File: config.mk
export PLATFORM = sky130hd
export DESIGN_NAME = ps2_scan_ctrl
export DESIGN_NICKNAME = d
export VERILOG_FILES = /design/src/rtl/ps2_scan_ctrl.sv
export SDC_FILE = /design/constraint.sdc
export NUM_CORES = 1
export LEC_CHECK = 0
export ABC_CLOCK_PERIOD_IN_PS = 6900
export CAP_MARGIN = 5
export CORE_ASPECT_RATIO = 1.5
export CORE_MARGIN = 2
export CORE_UTILIZATION = 40
export DETAILED_ROUTE_END_ITERATION = 16
export SYNTH_ARGS = -nofsm -noshare
export SYNTH_HDL_FRONTEND = slang
export SYNTH_SLANG_ARGS = --single-unit
File: constraint.sdc
create_clock -name clk -period 6.9 [get_ports clk]
set_input_delay 1.035 -clock clk [delete_from_list [all_inputs] [get_ports clk]]
set_output_delay 1.035 -clock clk [all_outputs]
set_load 0.005 [all_outputs]
File: src/rtl/ps2_scan_ctrl.sv
// ---------------------------------------------------------------------------
// ps2_scan_ctrl
//   Turns a stream of raw PS/2 set-2 scan bytes into press/release events.
//   A four-state prefix decoder (IDLE, E0, F0, E0F0) folds the 0xE0
//   (extended) and 0xF0 (break) prefixes into the following code byte.
//   Each completed event is written into a small event FIFO on the same
//   clock edge that samples its final byte, so it becomes visible on
//   evt_vld one cycle after the strobe. The block also tracks the most
//   recently pressed key (held / last_key) and counts accepted presses.
//
// Parameters
//   FIFO_DEPTH : event FIFO entries, power of two, >= 2
//
// Ports
//   clk       : system clock, rising edge
//   rst_n     : synchronous active-low reset
//   byte_in   : raw scan byte from the PS/2 receiver
//   byte_vld  : one-cycle strobe qualifying byte_in
//   evt_code  : scan code of the FIFO head event
//   evt_ext   : head event carried the E0 prefix
//   evt_brk   : head event is a release (1) or a press (0)
//   evt_vld   : FIFO non-empty, head fields valid
//   evt_rdy   : consumer accepts the head when evt_vld=1
//   held      : a key is currently held
//   key_cnt   : count of accepted press events (wraps at 8 bits)
//   err       : one-cycle pulse on a prefix protocol error
//   overflow  : sticky, an event was dropped because the FIFO was full
//
// Build option
//   PS2_SCAN_REPEAT_FILTER_EN : when defined, a typematic repeat (a press
//   equal to last_key while held=1) is discarded before reaching the FIFO.
// ---------------------------------------------------------------------------
module ps2_scan_ctrl #(
  parameter int unsigned FIFO_DEPTH = 4
) (
  input  logic       clk,
  input  logic       rst_n,
  input  logic [7:0] byte_in,
  input  logic       byte_vld,
  output logic [7:0] evt_code,
  output logic       evt_ext,
  output logic       evt_brk,
  output logic       evt_vld,
  input  logic       evt_rdy,
  output logic       held,
  output logic [7:0] key_cnt,
  output logic       err,
  output logic       overflow
);

  localparam int unsigned AW = (FIFO_DEPTH > 1) ? $clog2(FIFO_DEPTH) : 1;
  localparam logic [AW:0]   FULL_CNT = (AW+1)'(FIFO_DEPTH);
  localparam logic [AW:0]   CNT_ONE  = (AW+1)'(1);
  localparam logic [AW-1:0] PTR_ONE  = AW'(1);

  localparam logic [7:0] BYTE_E0 = 8'hE0;
  localparam logic [7:0] BYTE_F0 = 8'hF0;

  typedef enum logic [1:0] {
    ST_IDLE,
    ST_E0,
    ST_F0,
    ST_E0F0
  } state_t;

  typedef struct packed {
    logic       brk;
    logic       ext;
    logic [7:0] code;
  } evt_t;

  state_t state, state_nxt;

  // decoder outputs for the byte presented this cycle
  logic emit;
  logic ev_ext;
  logic ev_brk;
  logic proto_err;

  // FIFO storage and bookkeeping
  evt_t          mem [FIFO_DEPTH];
  logic [AW-1:0] wr_ptr, rd_ptr;
  logic [AW:0]   count;
  logic          fifo_full;
  logic          pop;
  logic          push_req;
  logic          push_ok;
  logic          drop;
  logic          repeat_drop;
  logic [8:0]    last_key;
  evt_t          head;
  evt_t          new_evt;

  // -------------------------------------------------------------------------
  // Prefix decoder: state register
  // -------------------------------------------------------------------------
  always_ff @(posedge clk) begin
    if (!rst_n) begin
      state <= ST_IDLE;
    end else begin
      state <= state_nxt;
    end
  end

  // -------------------------------------------------------------------------
  // Prefix decoder: next state and event decode
  // -------------------------------------------------------------------------
  always_comb begin
    logic is_e0;
    logic is_f0;
    state_nxt = state;
    emit      = 1'b0;
    ev_ext    = 1'b0;
    ev_brk    = 1'b0;
    proto_err = 1'b0;
    is_e0     = (byte_in == BYTE_E0);
    is_f0     = (byte_in == BYTE_F0);
    if (byte_vld) begin
      unique case (state)
        ST_IDLE: begin
          if (is_e0) begin
            state_nxt = ST_E0;
          end else if (is_f0) begin
            state_nxt = ST_F0;
          end else begin
            emit = 1'b1;
          end
        end
        ST_E0: begin
          if (is_f0) begin
            state_nxt = ST_E0F0;
          end else if (is_e0) begin
            state_nxt = ST_E0;
          end else begin
            emit      = 1'b1;
            ev_ext    = 1'b1;
            state_nxt = ST_IDLE;
          end
        end
        ST_F0: begin
          state_nxt = ST_IDLE;
          if (is_e0 || is_f0) begin
            proto_err = 1'b1;
          end else begin
            emit   = 1'b1;
            ev_brk = 1'b1;
          end
        end
        ST_E0F0: begin
          state_nxt = ST_IDLE;
          if (is_e0 || is_f0) begin
            proto_err = 1'b1;
          end else begin
            emit   = 1'b1;
            ev_ext = 1'b1;
            ev_brk = 1'b1;
          end
        end
        default: state_nxt = ST_IDLE;
      endcase
    end
  end

  // -------------------------------------------------------------------------
  // Repeat filter and FIFO push/pop qualification
  // -------------------------------------------------------------------------
`ifdef PS2_SCAN_REPEAT_FILTER_EN
  assign repeat_drop = emit && !ev_brk && held && ({ev_ext, byte_in} == last_key);
`else
  assign repeat_drop = 1'b0;
`endif

  assign new_evt   = '{brk: ev_brk, ext: ev_ext, code: byte_in};
  assign fifo_full = (count == FULL_CNT);
  assign evt_vld   = (count != '0);
  assign pop       = evt_vld && evt_rdy;
  assign push_req  = emit && !repeat_drop;
  // A full FIFO still accepts when the head leaves in the same cycle; an
  // empty FIFO never pops, so a push there is always written, not bypassed.
  assign push_ok   = push_req && (!fifo_full || pop);
  assign drop      = push_req && !push_ok;

  // -------------------------------------------------------------------------
  // FIFO storage (no reset needed: contents are only visible while count>0)
  // -------------------------------------------------------------------------
  always_ff @(posedge clk) begin
    if (push_ok) begin
      mem[wr_ptr] <= new_evt;
    end
  end

  // -------------------------------------------------------------------------
  // FIFO pointers, occupancy, key tracking and status flags
  // -------------------------------------------------------------------------
  always_ff @(posedge clk) begin
    if (!rst_n) begin
      wr_ptr   <= '0;
      rd_ptr   <= '0;
      count    <= '0;
      key_cnt  <= '0;
      held     <= 1'b0;
      last_key <= '0;
      err      <= 1'b0;
      overflow <= 1'b0;
    end else begin
      err <= proto_err;
      if (drop) begin
        overflow <= 1'b1;
      end
      if (push_ok) begin
        wr_ptr <= wr_ptr + PTR_ONE;
      end
      if (pop) begin
        rd_ptr <= rd_ptr + PTR_ONE;
      end
      if (push_ok && !pop) begin
        count <= count + CNT_ONE;
      end else if (!push_ok && pop) begin
        count <= count - CNT_ONE;
      end
      if (push_ok) begin
        if (!ev_brk) begin
          key_cnt  <= key_cnt + 8'd1;
          held     <= 1'b1;
          last_key <= {ev_ext, byte_in};
        end else if ({ev_ext, byte_in} == last_key) begin
          held <= 1'b0;
        end
      end
    end
  end

  // -------------------------------------------------------------------------
  // Head fields, forced to zero while the FIFO is empty
  // -------------------------------------------------------------------------
  assign head     = mem[rd_ptr];
  assign evt_code = evt_vld ? head.code : '0;
  assign evt_ext  = evt_vld ? head.ext  : 1'b0;
  assign evt_brk  = evt_vld ? head.brk  : 1'b0;

endmodule
==> impl_metrics.prom, run 1 <==
# TYPE chip_impl_metric gauge
chip_impl_metric{name="cts.hold.buffers_added",unit=""} 0
chip_impl_metric{name="count_of_pins_over_their_slew_limit",unit=""} 0
chip_impl_info{name="ctsRootBufferMaster",value="clkbuf_16"} 1
chip_impl_metric{name="numClockSinks",unit=""} 71
chip_impl_metric{name="drt.antenna.violating_nets",unit=""} 0
chip_impl_metric{name="worst_skew_pair.late_latency",unit="ns"} 0.33
chip_impl_metric{name="route.detailed.drc",unit=""} 0
chip_impl_metric{name="vias",unit=""} 1866
chip_impl_metric{name="area_growth_syn_to_layout",unit="%"} 22.45
chip_impl_metric{name="initial_util",unit="%"} 40.49
chip_impl_metric{name="avgRoutedWirePerCell",unit="µm"} 15.44
chip_impl_info{name="worst_setup_path_end_kind",value="register"} 1
chip_impl_metric{name="placed_instance_area",unit="mm²"} 0.003436
chip_impl_metric{name="boundaryPins",unit=""} 34
chip_impl_info{name="worstHoldPathType",value="register to register"} 1
chip_impl_metric{name="first_pass_grt_wire_length",unit="µm"} 9439
chip_impl_metric{name="dr.first_iter.drc_count",unit=""} 181
chip_impl_metric{name="multiInputGateArea",unit="mm²"} 0.001120
chip_impl_metric{name="finalWorstSetupSlack",unit="ns"} 3.311
chip_impl_metric{name="period_utilisation_layout",unit="%"} 52.02
chip_impl_metric{name="synth_cells",unit=""} 234
chip_impl_metric{name="clock.fmax",unit="MHz"} 278.6
chip_impl_info{name="critical_path.slowest_cell",value="clkdlybuf4s50_1"} 1
chip_impl_info{name="run_status",value="complete, no violations"} 1
chip_impl_info{name="dr.max_layer_used",value="met4"} 1
chip_impl_metric{name="post_route_cells_drive_above_1_share",unit="%"} 13.97
chip_impl_metric{name="detailroute.wirelength.met2",unit="µm"} 2945
chip_impl_metric{name="post_cts_buffers",unit=""} 0
chip_impl_info{name="worstSetupPathType",value="primary input to register"} 1
chip_impl_metric{name="final_period_minus_worst_setup_slack",unit="ns"} 3.589
chip_impl_metric{name="cts_made_buffers",unit=""} 9
chip_impl_metric{name="fin_skew",unit="ns"} 0.006029
chip_impl_metric{name="cts.clk_slew.worst_paths",unit="ns"} 0.06
chip_impl_metric{name="dpl.hpwl",unit="µm"} 3938
chip_impl_metric{name="worst_slew_pin_slew",unit="ns"} 1.120
chip_impl_metric{name="n_antenna_cell",unit=""} 0
chip_impl_metric{name="final-seq-area",unit="mm²"} 0.001822
chip_impl_metric{name="global_route.overflow_total",unit=""} 0
chip_impl_metric{name="synth-warning-count",unit=""} 0
chip_impl_metric{name="numPortBuffers",unit=""} 33
chip_impl_metric{name="die_area",unit="mm²"} 0.008335
chip_impl_metric{name="synth_enable_flop_cells",unit=""} 40
chip_impl_metric{name="worst_slew_margin_relative_to_its_limit",unit="%"} 25.27
chip_impl_metric{name="power_density",unit="mW/mm²"} 343.9
chip_impl_info{name="crit_path_launch_type",value="primary input"} 1
chip_impl_metric{name="vias_in_the_first_global_route",unit=""} 1909
chip_impl_metric{name="ys_ff_latch",unit=""} 71
chip_impl_metric{name="ys_async_sr_fraction",unit="%"} 0
chip_impl_metric{name="worst_ir_drop_vdd",unit="mV"} 0.1424
chip_impl_metric{name="rows",unit=""} 39
chip_impl_metric{name="cpPeakStageDelay",unit="ns"} 0.56
chip_impl_metric{name="synth_cell_types",unit=""} 39
chip_impl_metric{name="grt_start_max_net_pins",unit=""} 30
chip_impl_metric{name="drt-met1-wl",unit="µm"} 2472
chip_impl_info{name="setup_repair_after_global_routing_missed_its_margin",value="no"} 1
chip_impl_metric{name="h-tree-depth",unit=""} 3
chip_impl_metric{name="biggest_fanout_along_the_worst_timing_path",unit=""} 25
chip_impl_metric{name="report.final.hold_viol_count",unit=""} 0
chip_impl_metric{name="max-cap-violations",unit=""} 0
chip_impl_metric{name="antenna_found_initial",unit=""} 0
chip_impl_metric{name="postCtsResizedCells",unit=""} 0
chip_impl_metric{name="power.static_leakage",unit="nW"} 1.243
chip_impl_metric{name="drt-vias-per-instance",unit=""} 4.989
chip_impl_metric{name="syn-cell-area",unit="mm²"} 0.003043
chip_impl_metric{name="vert_die_dim",unit="µm"} 110.8
chip_impl_metric{name="detailedRoute.firstPassIterationCount",unit=""} 4
chip_impl_metric{name="timing.setup.tns",unit="ns"} 0
chip_impl_metric{name="place_congestion",unit=""} 0.7600
chip_impl_metric{name="final_net_count",unit=""} 286
chip_impl_metric{name="ys_seq_area_share",unit="%"} 59.87
chip_impl_info{name="path_cells",value="clkdlybuf4s50_1, or3_4, o211ai_4, inv_4, ha_1, inv_1, fa_1, xor2_1, or3_1, a21oi_1"} 1
chip_impl_metric{name="design.core.area",unit="mm²"} 0.007515
chip_impl_info{name="tritoncts",value="done"} 1
chip_impl_info{name="ys_dominant_reg_cell",value="edfxtp_1"} 1
chip_impl_metric{name="global_route.usage.total",unit="%"} 15.60
chip_impl_metric{name="cp_data_required_time",unit="ns"} 7.15
chip_impl_metric{name="synth_fp_nets",unit=""} 253
chip_impl_metric{name="postLayoutCellArea",unit="mm²"} 0.003726
chip_impl_metric{name="finalSetupViolations",unit=""} 0
chip_impl_metric{name="placement.setup.worst_slack",unit="ns"} 2.967
chip_impl_metric{name="die_w",unit="µm"} 75.22
chip_impl_metric{name="ctsLongestPathBuffers",unit=""} 2
chip_impl_metric{name="dr_wl_met3",unit="µm"} 202
chip_impl_metric{name="routed_wl",unit="µm"} 5776
chip_impl_metric{name="final.fill_count",unit=""} 704
chip_impl_metric{name="crit_arrival",unit="ns"} 3.84
chip_impl_metric{name="synthesis.area_per_instance",unit="µm²"} 13.00
## worst max-delay path, delay by kind of cell
family | cells | cell delay (ns)
AO/OA/AOI/OAI | 2 | 0.70
adder cells (fa/ha/maj) | 2 | 0.44
AND/OR/NAND/NOR | 2 | 0.75
buffers and inverters | 3 | 0.84
XOR/XNOR | 1 | 0.08
## metal layers
metal	global-route usage, %	vias to the layer above
li1	-	929
met1	17.78	894
met2	25.61	34
met3	4.000	9
met4	8.889	0
met5	0	-
## where the power goes
part | leakage, nW | total, mW | internal [mW] | switching (mW)
clock network | 0.142 | 0.446 | 0.278 | 0.168
logic | 0.477 | 0.301 | 0.179 | 0.122
registers | 0.623 | 0.535 | 0.493 | 0.0420
## placed cells by master, fill, tap and decap left out, types with 2 or more instances in the layout
cell type / synthesis / routed
o21ai_1: 15 / 15
mux2i_1: 2 / 2
inv_1: 8 / 8
a21oi_1: 14 / 14
clkdlybuf4s50_1: 0 / 33
nand4_1: 5 / 5
a21oi_2: 8 / 8
nand2_1: 7 / 7
nor4_1: 2 / 2
xnor2_1: 10 / 10
ha_1: 6 / 6
mux4_2: 10 / 10
nand3_1: 14 / 14
and2_1: 14 / 14
edfxtp_1: 40 / 40
dfxtp_1: 31 / 31
clkinv_2: 0 / 3
nor2_1: 8 / 8
or3_1: 7 / 7
clkbuf_16: 0 / 9
nor3_1: 2 / 2
xor2_1: 4 / 4
## final cells by class
class | instances | area share, %
well taps | 102 | 3.425
clock buffers | 10 | 6.145
inverters | 9 | 0.9738
repair buffers | 33 | 8.865
flip-flops and latches | 71 | 48.89
clock inverters | 6 | 1.645
multi-input cells | 143 | 30.05
## sequential cells by signal (all words and copies together) (netlist names), named ones only
name	cells
mem	40
last_key	9
key_cnt	8
count	3
rd_ptr	2
state	2
wr_ptr	2
err	1
held	1
overflow	1
## Yosys cell counts, types with 6 or more instances
library cell | count | share of area (%)
a21oi_1 | 14 | 2.3
a21oi_2 | 8 | 2.3
and2_1 | 14 | 2.9
dfxtp_1 | 31 | 20
edfxtp_1 | 40 | 39
ha_1 | 6 | 2.5
inv_1 | 8 | 0.99
mux4_2 | 10 | 7.4
nand2_1 | 7 | 0.86
nand3_1 | 14 | 2.3
nor2_1 | 8 | 0.99
o21ai_1 | 15 | 2.5
or3_1 | 7 | 1.4
xnor2_1 | 10 | 2.9
## through the flow
step	hold slack [ns]	cells	util, %	total power [mW]
CTS	0.4993	374	49.58	1.299
finish	0.5012	374	49.58	1.281
floorplan	0.4631	234	-	0.7206
global placement	0.4810	358	45.72	0.8466
global route	0.5314	374	49.58	1.350
detailed placement	0.4919	358	45.72	0.8532
## cells by family (layout without fill, tap and decap cells)
| family | count (synthesis) | in the layout | synth area share, % |
|---|---|---|---|
| AOI/OAI and AO/OA | 41 | 41 | 8.470 |
| xor gates and xnor gates | 14 | 14 | 4.029 |
| adders and majority gates | 7 | 7 | 3.125 |
| buffers and inverters | 20 | 58 | 3.331 |
| DFF | 71 | 71 | 59.87 |
| muxes | 12 | 12 | 8.059 |
| and+or+nand+nor | 69 | 69 | 13.12 |
## path summary, 6_finish.rpt
check                                              start                       end  slack [ns]  cells after the start
worst max-delay path                          byte_in[1]     count[2]$_SDFFE_PN0P_        3.31                     10
worst min-delay path            last_key[8]$_SDFFE_PN0P_  last_key[8]$_SDFFE_PN0P_        0.50                      2
worst max register to register     count[0]$_SDFFE_PN0P_     count[2]$_SDFFE_PN0P_        4.36                      9
worst min register to register  last_key[8]$_SDFFE_PN0P_  last_key[8]$_SDFFE_PN0P_        0.50                      2
No activity file was read; power rests on OpenSTA's default activity.
==> inputs of run 2 (changes only) <==
--- a/config.mk
+++ b/config.mk
@@ -5,7 +5,7 @@
 export SDC_FILE = /design/constraint.sdc
 export NUM_CORES = 1
 export LEC_CHECK = 0
-export ABC_CLOCK_PERIOD_IN_PS = 6900
+export ABC_CLOCK_PERIOD_IN_PS = 3100
 export CAP_MARGIN = 5
 export CORE_ASPECT_RATIO = 1.5
 export CORE_MARGIN = 2
==> constraint.sdc (replaced) <==
create_clock -name clk -period 3.1 [get_ports clk]
set_input_delay 0.465 -clock clk [delete_from_list [all_inputs] [get_ports clk]]
set_output_delay 0.465 -clock clk [all_outputs]
set_load 0.005 [all_outputs]
==> run 2 against run 1 <==
Utilization increased by 1.2 points. Via count increased by 5.4%. Critical path depth stayed put. Largest power group unchanged. Power grew 130%. Clock skew grew 0.00070 ns. Cell count grew 2.1%. Worst hold slack got worse by 0.0083 ns. Critical path type unchanged.
==> impl_metrics.prom, run 2 (same netlist as run 1, synthesis figures left out) <==
# TYPE chip_impl_metric gauge
chip_impl_metric{name="antenna_found_initial",unit=""} 0
chip_impl_info{name="r2r-end",value="count[2]$_SDFFE_PN0P_"} 1
chip_impl_metric{name="detailedRoute.firstPassIterationCount",unit=""} 4
chip_impl_info{name="largest_register_by_flop_count",value="mem"} 1
chip_impl_metric{name="vias",unit=""} 1967
chip_impl_metric{name="drt.antenna.violating_nets",unit=""} 0
chip_impl_metric{name="report.final.hold_viol_count",unit=""} 0
chip_impl_info{name="worstHoldPathType",value="register to register"} 1
chip_impl_metric{name="route.detailed.drc",unit=""} 0
chip_impl_metric{name="fin_skew",unit="ns"} 0.006729
chip_impl_metric{name="global_route.usage.total",unit="%"} 15.72
chip_impl_metric{name="postLayoutCellArea",unit="mm²"} 0.003820
chip_impl_metric{name="power.static_leakage",unit="nW"} 1.295
chip_impl_info{name="min_from",value="wr_ptr[1]$_SDFFE_PN0P_"} 1
chip_impl_metric{name="dr.first_iter.drc_count",unit=""} 105
chip_impl_metric{name="final_period_minus_worst_setup_slack",unit="ns"} 2.475
chip_impl_metric{name="cts_made_buffers",unit=""} 9
chip_impl_metric{name="placedCellCount",unit=""} 366
chip_impl_metric{name="boundaryPins",unit=""} 34
chip_impl_metric{name="die_area",unit="mm²"} 0.008335
chip_impl_metric{name="r2r_slack",unit="ns"} 0.66
chip_impl_metric{name="worst_skew_pair.late_latency",unit="ns"} 0.32
chip_impl_metric{name="stdcell_count",unit=""} 382
chip_impl_metric{name="finalSetupViolations",unit=""} 0
chip_impl_metric{name="numClockSinks",unit=""} 71
chip_impl_metric{name="power_density",unit="mW/mm²"} 780.2
chip_impl_metric{name="cts.hold.buffers_added",unit=""} 0
chip_impl_info{name="tritoncts",value="done"} 1
chip_impl_metric{name="total_switching_power",unit="mW"} 0.7411
chip_impl_metric{name="place_congestion",unit=""} 0.7663
chip_impl_metric{name="die_w",unit="µm"} 75.22
chip_impl_metric{name="initial_util",unit="%"} 40.49
chip_impl_metric{name="dr_wl_met3",unit="µm"} 203
chip_impl_metric{name="period_utilisation_layout",unit="%"} 79.82
chip_impl_info{name="setup_repair_after_global_routing_missed_its_margin",value="no"} 1
chip_impl_metric{name="design.core.area",unit="mm²"} 0.007515
chip_impl_info{name="run_status",value="complete, no violations"} 1
chip_impl_metric{name="area_growth_syn_to_layout",unit="%"} 25.53
chip_impl_metric{name="internal-power",unit="mW"} 2.239
chip_impl_metric{name="cts.clk_slew.worst_paths",unit="ns"} 0.05
chip_impl_metric{name="placed_instance_area",unit="mm²"} 0.003496
chip_impl_info{name="commonest_non_fill_non_tap_cell_in_the_layout",value="edfxtp_1"} 1
chip_impl_metric{name="worst_ir_drop_vdd",unit="mV"} 0.3906
chip_impl_metric{name="drt-met1-wl",unit="µm"} 2576
chip_impl_metric{name="grt_start_max_net_pins",unit=""} 30
chip_impl_metric{name="worst_slew_margin_relative_to_its_limit",unit="%"} 25.78
chip_impl_metric{name="final_net_count",unit=""} 294
chip_impl_metric{name="numPortBuffers",unit=""} 33
chip_impl_metric{name="power.sequential.fraction",unit="%"} 38.9
chip_impl_metric{name="largest_register_ffs",unit=""} 40
chip_impl_info{name="crit_path_launch_type",value="primary input"} 1
chip_impl_metric{name="n_antenna_cell",unit=""} 0
chip_impl_metric{name="hold_depth",unit=""} 2
chip_impl_metric{name="dpl.hpwl",unit="µm"} 4101
chip_impl_metric{name="crit_arrival",unit="ns"} 2.71
chip_impl_metric{name="p_sw_share",unit="%"} 24.87
chip_impl_metric{name="worst_slew_pin_slew",unit="ns"} 1.112
chip_impl_metric{name="vias_in_the_first_global_route",unit=""} 1939
chip_impl_metric{name="post_route_cells_drive_above_1_share",unit="%"} 16.43
chip_impl_metric{name="h-tree-depth",unit=""} 3
chip_impl_metric{name="global_route.overflow_total",unit=""} 0
chip_impl_metric{name="r2r_cells",unit=""} 8
chip_impl_metric{name="postCtsResizedCells",unit=""} 0
chip_impl_metric{name="routed_wl",unit="µm"} 6020
chip_impl_metric{name="drt-vias-per-instance",unit=""} 5.149
chip_impl_info{name="holdPathEnd",value="wr_ptr[1]$_SDFFE_PN0P_"} 1
chip_impl_info{name="rr_startpoint",value="count[1]$_SDFFE_PN0P_"} 1
chip_impl_metric{name="ctsLongestPathBuffers",unit=""} 2
chip_impl_metric{name="rows",unit=""} 39
chip_impl_metric{name="avgRoutedWirePerCell",unit="µm"} 15.76
chip_impl_metric{name="cp_data_required_time",unit="ns"} 3.33
chip_impl_metric{name="timing.setup.tns",unit="ns"} 0
chip_impl_metric{name="count_of_pins_over_their_slew_limit",unit=""} 0
chip_impl_metric{name="total_power_consumption",unit="mW"} 2.980
chip_impl_metric{name="holdWs",unit="ns"} 0.4928
chip_impl_info{name="reg_top3",value="mem: 40 flops, last_key: 9 flops, key_cnt: 8 flops"} 1
chip_impl_metric{name="max-cap-violations",unit=""} 0
chip_impl_metric{name="vert_die_dim",unit="µm"} 110.8
chip_impl_metric{name="post_cts_buffers",unit=""} 0
chip_impl_metric{name="clock.fmax",unit="MHz"} 404.1
chip_impl_info{name="worstSetupPathType",value="primary input to register"} 1
chip_impl_metric{name="detailroute.wirelength.met2",unit="µm"} 3139
chip_impl_metric{name="first_pass_grt_wire_length",unit="µm"} 9832
chip_impl_metric{name="combPwrFrac",unit="%"} 24.4
chip_impl_info{name="ctsRootBufferMaster",value="clkbuf_16"} 1
chip_impl_info{name="worst_setup_path_end_kind",value="register"} 1
chip_impl_metric{name="clock_share_of_power",unit="%"} 36.8
chip_impl_metric{name="biggest_fanout_along_the_worst_timing_path",unit=""} 7
chip_impl_info{name="layout_common_cells",value="edfxtp_1 (40), clkdlybuf4s50_1 (33), dfxtp_1 (31)"} 1
chip_impl_info{name="dr.max_layer_used",value="met4"} 1
[run 2: final cells by class]
cell class	count	area, µm²
well taps	102	127.6
multi-input cells	143	1120
repair buffers	41	390.4
inverters	9	36.28
flip-flops and latches	71	1822
clock inverters	5	81.33
clock buffers	11	242.7
fillers	688	3695
[run 2: metal layers]
metal	vias to the layer above	GRT usage [%]
met5	-	0
met4	0	5.614
met3	8	3.636
met2	37	25.73
met1	975	20.00
li1	947	-
[run 2: worst max path at each step]
stage,startpoint,to,slack (ns)
2_1_floorplan,byte_in[0],count[2]$_SDFFE_PN0P_,0.79
3_5_place_dp,byte_in[2],count[2]$_SDFFE_PN0P_,0.29
6_report,byte_in[1],count[2]$_SDFFE_PN0P_,0.63
3_3_place_gp,byte_in[2],count[2]$_SDFFE_PN0P_,0.40
4_1_cts,register,evt_code[0],0.60
5_1_grt,byte_in[1],count[2]$_SDFFE_PN0P_,0.46
[run 2: critical path, cell delays in order]
cell and delay [ns]:
clkdlybuf4s50_1 0.52, or3_4 0.45, o211ai_4 0.21, inv_4 0.04, ha_1 0.20, inv_1 0.08
fa_1 0.19, xor2_1 0.09, or3_1 0.32, a21oi_1 0.14
[run 2: power groups by stage]
stage / clock [mW] / combinational [mW] / sequential, mW
after detailed placement: 0 / 0.739 / 1.18
final: 1.10 / 0.726 / 1.16
after floorplan: 0 / 0.449 / 1.15
after CTS: 1.11 / 0.743 / 1.16
after global routing: 1.15 / 0.812 / 1.17
after global placement: 0 / 0.724 / 1.17
[run 2: stage by stage]
| step | util, % | worst slack (ns) |
|---|---|---|
| final | 50.83 | 0.6255 |
| after global routing | 50.83 | 0.4638 |
| after CTS | 50.83 | 0.6009 |
| after detailed placement | 46.52 | 0.2853 |
| after global placement | 46.52 | 0.3988 |
| after floorplan | - | 0.7855 |
==> inputs of run 3 (changes only) <==
--- a/config.mk
+++ b/config.mk
@@ -5,7 +5,7 @@
 export SDC_FILE = /design/constraint.sdc
 export NUM_CORES = 1
 export LEC_CHECK = 0
-export ABC_CLOCK_PERIOD_IN_PS = 3100
+export ABC_CLOCK_PERIOD_IN_PS = 2300
 export CAP_MARGIN = 5
 export CORE_ASPECT_RATIO = 1.5
 export CORE_MARGIN = 2
==> constraint.sdc (replaced) <==
create_clock -name clk -period 2.3 [get_ports clk]
set_input_delay 0.345 -clock clk [delete_from_list [all_inputs] [get_ports clk]]
set_output_delay 0.345 -clock clk [all_outputs]
set_load 0.005 [all_outputs]
==> run 3 against run 2 <==
Sequential power rose by 34%. Global-route usage increased by 0.62 points. Cell area up 5.1%. First-iteration DRC count increased by 30%. Non-clock buffer count increased by 20. Combinational power increased by 56%. Worst setup slack worse by 0.56 ns. Cell count is 5.2% higher. Largest cell class unchanged. Largest power group unchanged.
==> impl_metrics.prom, run 3 (same netlist as run 1, synthesis figures left out) <==
# TYPE chip_impl_metric gauge
chip_impl_metric{name="report.final.hold_viol_count",unit=""} 0
chip_impl_metric{name="place_congestion",unit=""} 0.7992
chip_impl_metric{name="power.static_leakage",unit="nW"} 1.496
chip_impl_info{name="worstSetupPathType",value="register to primary output"} 1
chip_impl_metric{name="numPortBuffers",unit=""} 33
chip_impl_metric{name="postLayoutCellArea",unit="mm²"} 0.004016
chip_impl_metric{name="cpPeakStageDelay",unit="ns"} 0.47
chip_impl_info{name="setup_repair_after_global_routing_missed_its_margin",value="no"} 1
chip_impl_metric{name="holdWs",unit="ns"} 0.4899
chip_impl_metric{name="grt_start_max_net_pins",unit=""} 25
chip_impl_metric{name="crit_arrival",unit="ns"} 1.89
chip_impl_metric{name="routed_wl",unit="µm"} 6140
chip_impl_info{name="reg_top3",value="mem: 40 flops, last_key: 9 flops, key_cnt: 8 flops"} 1
chip_impl_info{name="worst_setup_path_end_kind",value="primary output"} 1
chip_impl_metric{name="numClockSinks",unit=""} 71
chip_impl_info{name="layout_common_cells",value="edfxtp_1 (40), dfxtp_1 (30), clkdlybuf4s50_1 (25)"} 1
chip_impl_metric{name="vias",unit=""} 2035
chip_impl_metric{name="total_power_consumption",unit="mW"} 4.010
chip_impl_metric{name="placed_instance_area",unit="mm²"} 0.003666
chip_impl_metric{name="initial_util",unit="%"} 40.49
chip_impl_metric{name="cts.hold.buffers_added",unit=""} 0
chip_impl_metric{name="die_w",unit="µm"} 75.22
chip_impl_info{name="ctsRootBufferMaster",value="clkbuf_16"} 1
chip_impl_metric{name="final_net_count",unit=""} 314
chip_impl_info{name="commonest_non_fill_non_tap_cell_in_the_layout",value="edfxtp_1"} 1
chip_impl_metric{name="final.fill_count",unit=""} 681
chip_impl_info{name="worstHoldPathType",value="register to register"} 1
chip_impl_metric{name="vias_in_the_first_global_route",unit=""} 1990
chip_impl_metric{name="detailedRoute.firstPassIterationCount",unit=""} 4
chip_impl_info{name="cpLargestDelayFamily",value="buffers and inverters"} 1
chip_impl_metric{name="die_area",unit="mm²"} 0.008335
chip_impl_metric{name="power_density",unit="mW/mm²"} 998.5
chip_impl_metric{name="finalWorstSetupSlack",unit="ns"} 0.06212
chip_impl_metric{name="area_growth_syn_to_layout",unit="%"} 31.99
chip_impl_metric{name="dr.first_iter.drc_count",unit=""} 136
chip_impl_metric{name="placement.setup.worst_slack",unit="ns"} -0.2202
chip_impl_metric{name="boundaryPins",unit=""} 34
chip_impl_metric{name="period_utilisation_layout",unit="%"} 97.30
chip_impl_metric{name="global_route.usage.total",unit="%"} 16.34
chip_impl_metric{name="final_period_minus_worst_setup_slack",unit="ns"} 2.238
chip_impl_info{name="run_status",value="complete, no violations"} 1
chip_impl_info{name="tritoncts",value="done"} 1
chip_impl_metric{name="cp_data_required_time",unit="ns"} 1.96
chip_impl_info{name="critical_path.slowest_cell",value="mux4_2"} 1
chip_impl_metric{name="n_antenna_cell",unit=""} 0
chip_impl_metric{name="biggest_fanout_along_the_worst_timing_path",unit=""} 5
chip_impl_metric{name="timing.setup.tns",unit="ns"} 0
chip_impl_metric{name="first_pass_grt_wire_length",unit="µm"} 10030
chip_impl_metric{name="route.detailed.drc",unit=""} 0
chip_impl_metric{name="fin_skew",unit="ns"} 0.004662
chip_impl_metric{name="worst_ir_drop_vdd",unit="mV"} 0.5319
chip_impl_metric{name="h-tree-depth",unit=""} 3
chip_impl_metric{name="rows",unit=""} 39
chip_impl_metric{name="worst_slew_margin_relative_to_its_limit",unit="%"} 66.28
chip_impl_info{name="crit_path_launch_type",value="register"} 1
chip_impl_info{name="largest_register_by_flop_count",value="mem"} 1
chip_impl_metric{name="max-cap-violations",unit=""} 0
chip_impl_info{name="path_cells",value="buf_12, mux4_2, and2_1, clkdlybuf4s50_1"} 1
chip_impl_metric{name="clock.fmax",unit="MHz"} 446.9
chip_impl_metric{name="antenna_found_initial",unit=""} 0
chip_impl_metric{name="design.core.area",unit="mm²"} 0.007515
chip_impl_metric{name="finalSetupViolations",unit=""} 0
chip_impl_metric{name="drt-vias-per-instance",unit=""} 5.062
chip_impl_metric{name="count_of_pins_over_their_slew_limit",unit=""} 0
chip_impl_metric{name="worst_skew_pair.late_latency",unit="ns"} 0.33
chip_impl_metric{name="ctsLongestPathBuffers",unit=""} 2
chip_impl_metric{name="drt.antenna.violating_nets",unit=""} 0
chip_impl_metric{name="worst_slew_pin_slew",unit="ns"} 0.5058
chip_impl_metric{name="avgRoutedWirePerCell",unit="µm"} 15.27
chip_impl_metric{name="post_route_cells_drive_above_1_share",unit="%"} 21.33
chip_impl_metric{name="dpl.hpwl",unit="µm"} 4190
chip_impl_metric{name="cts.clk_slew.worst_paths",unit="ns"} 0.05
chip_impl_metric{name="vert_die_dim",unit="µm"} 110.8
chip_impl_metric{name="global_route.overflow_total",unit=""} 0
chip_impl_metric{name="largest_register_ffs",unit=""} 40
chip_impl_metric{name="cts_made_buffers",unit=""} 9
chip_impl_metric{name="worst-path-buf-inv",unit=""} 2
-- run 3: worst paths after layout --
path	from	to	slack, ns	depth (start not counted)
max	register	evt_code[2]	0.06	4
min	key_cnt[7]$_SDFFE_PN0P_	key_cnt[7]$_SDFFE_PN0P_	0.49	2
max reg2reg	count[1]$_SDFFE_PN0P_	count[2]$_SDFFE_PN0P_	0.21	8
min reg2reg	key_cnt[7]$_SDFFE_PN0P_	key_cnt[7]$_SDFFE_PN0P_	0.49	2
-- run 3: layer usage --
layer,GRT usage [%],wire length [µm],up-vias
met5,0,0,-
met4,8.421,159,0
met3,3.364,198,12
met2,26.02,3247,38
met1,20.47,2536,1001
li1,-,-,984
-- run 3: stage by stage --
step | util (%) | instances
6_report | 53.45 | 402
5_1_grt | 53.45 | 402
2_1_floorplan | - | 234
3_3_place_gp | 48.78 | 382
3_5_place_dp | 48.78 | 382
4_1_cts | 52.55 | 398
-- run 3: area by class of cell --
| type | count | area [µm²] | share of cell area [%] |
|---|---|---|---|
| clock buffer | 12 | 236.5 | 5.888 |
| inverter | 9 | 36.28 | 0.9034 |
| tap | 102 | 127.6 | 3.178 |
| clock inverter | 4 | 46.29 | 1.153 |
| multi-input combinational | 143 | 1120 | 27.88 |
| timing repair buffer | 61 | 624.3 | 15.55 |
| sequential | 71 | 1826 | 45.45 |
-- run 3: where the power goes --
group / switching [mW] / internal (mW) / total (mW)
combinational: 0.445 / 0.686 / 1.13
sequential: 0.0823 / 1.48 / 1.56
clock: 0.481 / 0.834 / 1.32
-- run 3: what timing repair did --
action | in CTS | in global routing
resized for setup | 2 | 8
endpoints found under the setup margin | 5 | 8
pin swaps | 0 | 0
gates cloned | 0 | 1
setup buffers | 0 | 3
-- run 3: worst min-delay path, stage by stage (launching register included) --
cell	delay (ns)
dfxtp_1	0.31
o21ai_1	0.07
a21oi_1	0.06
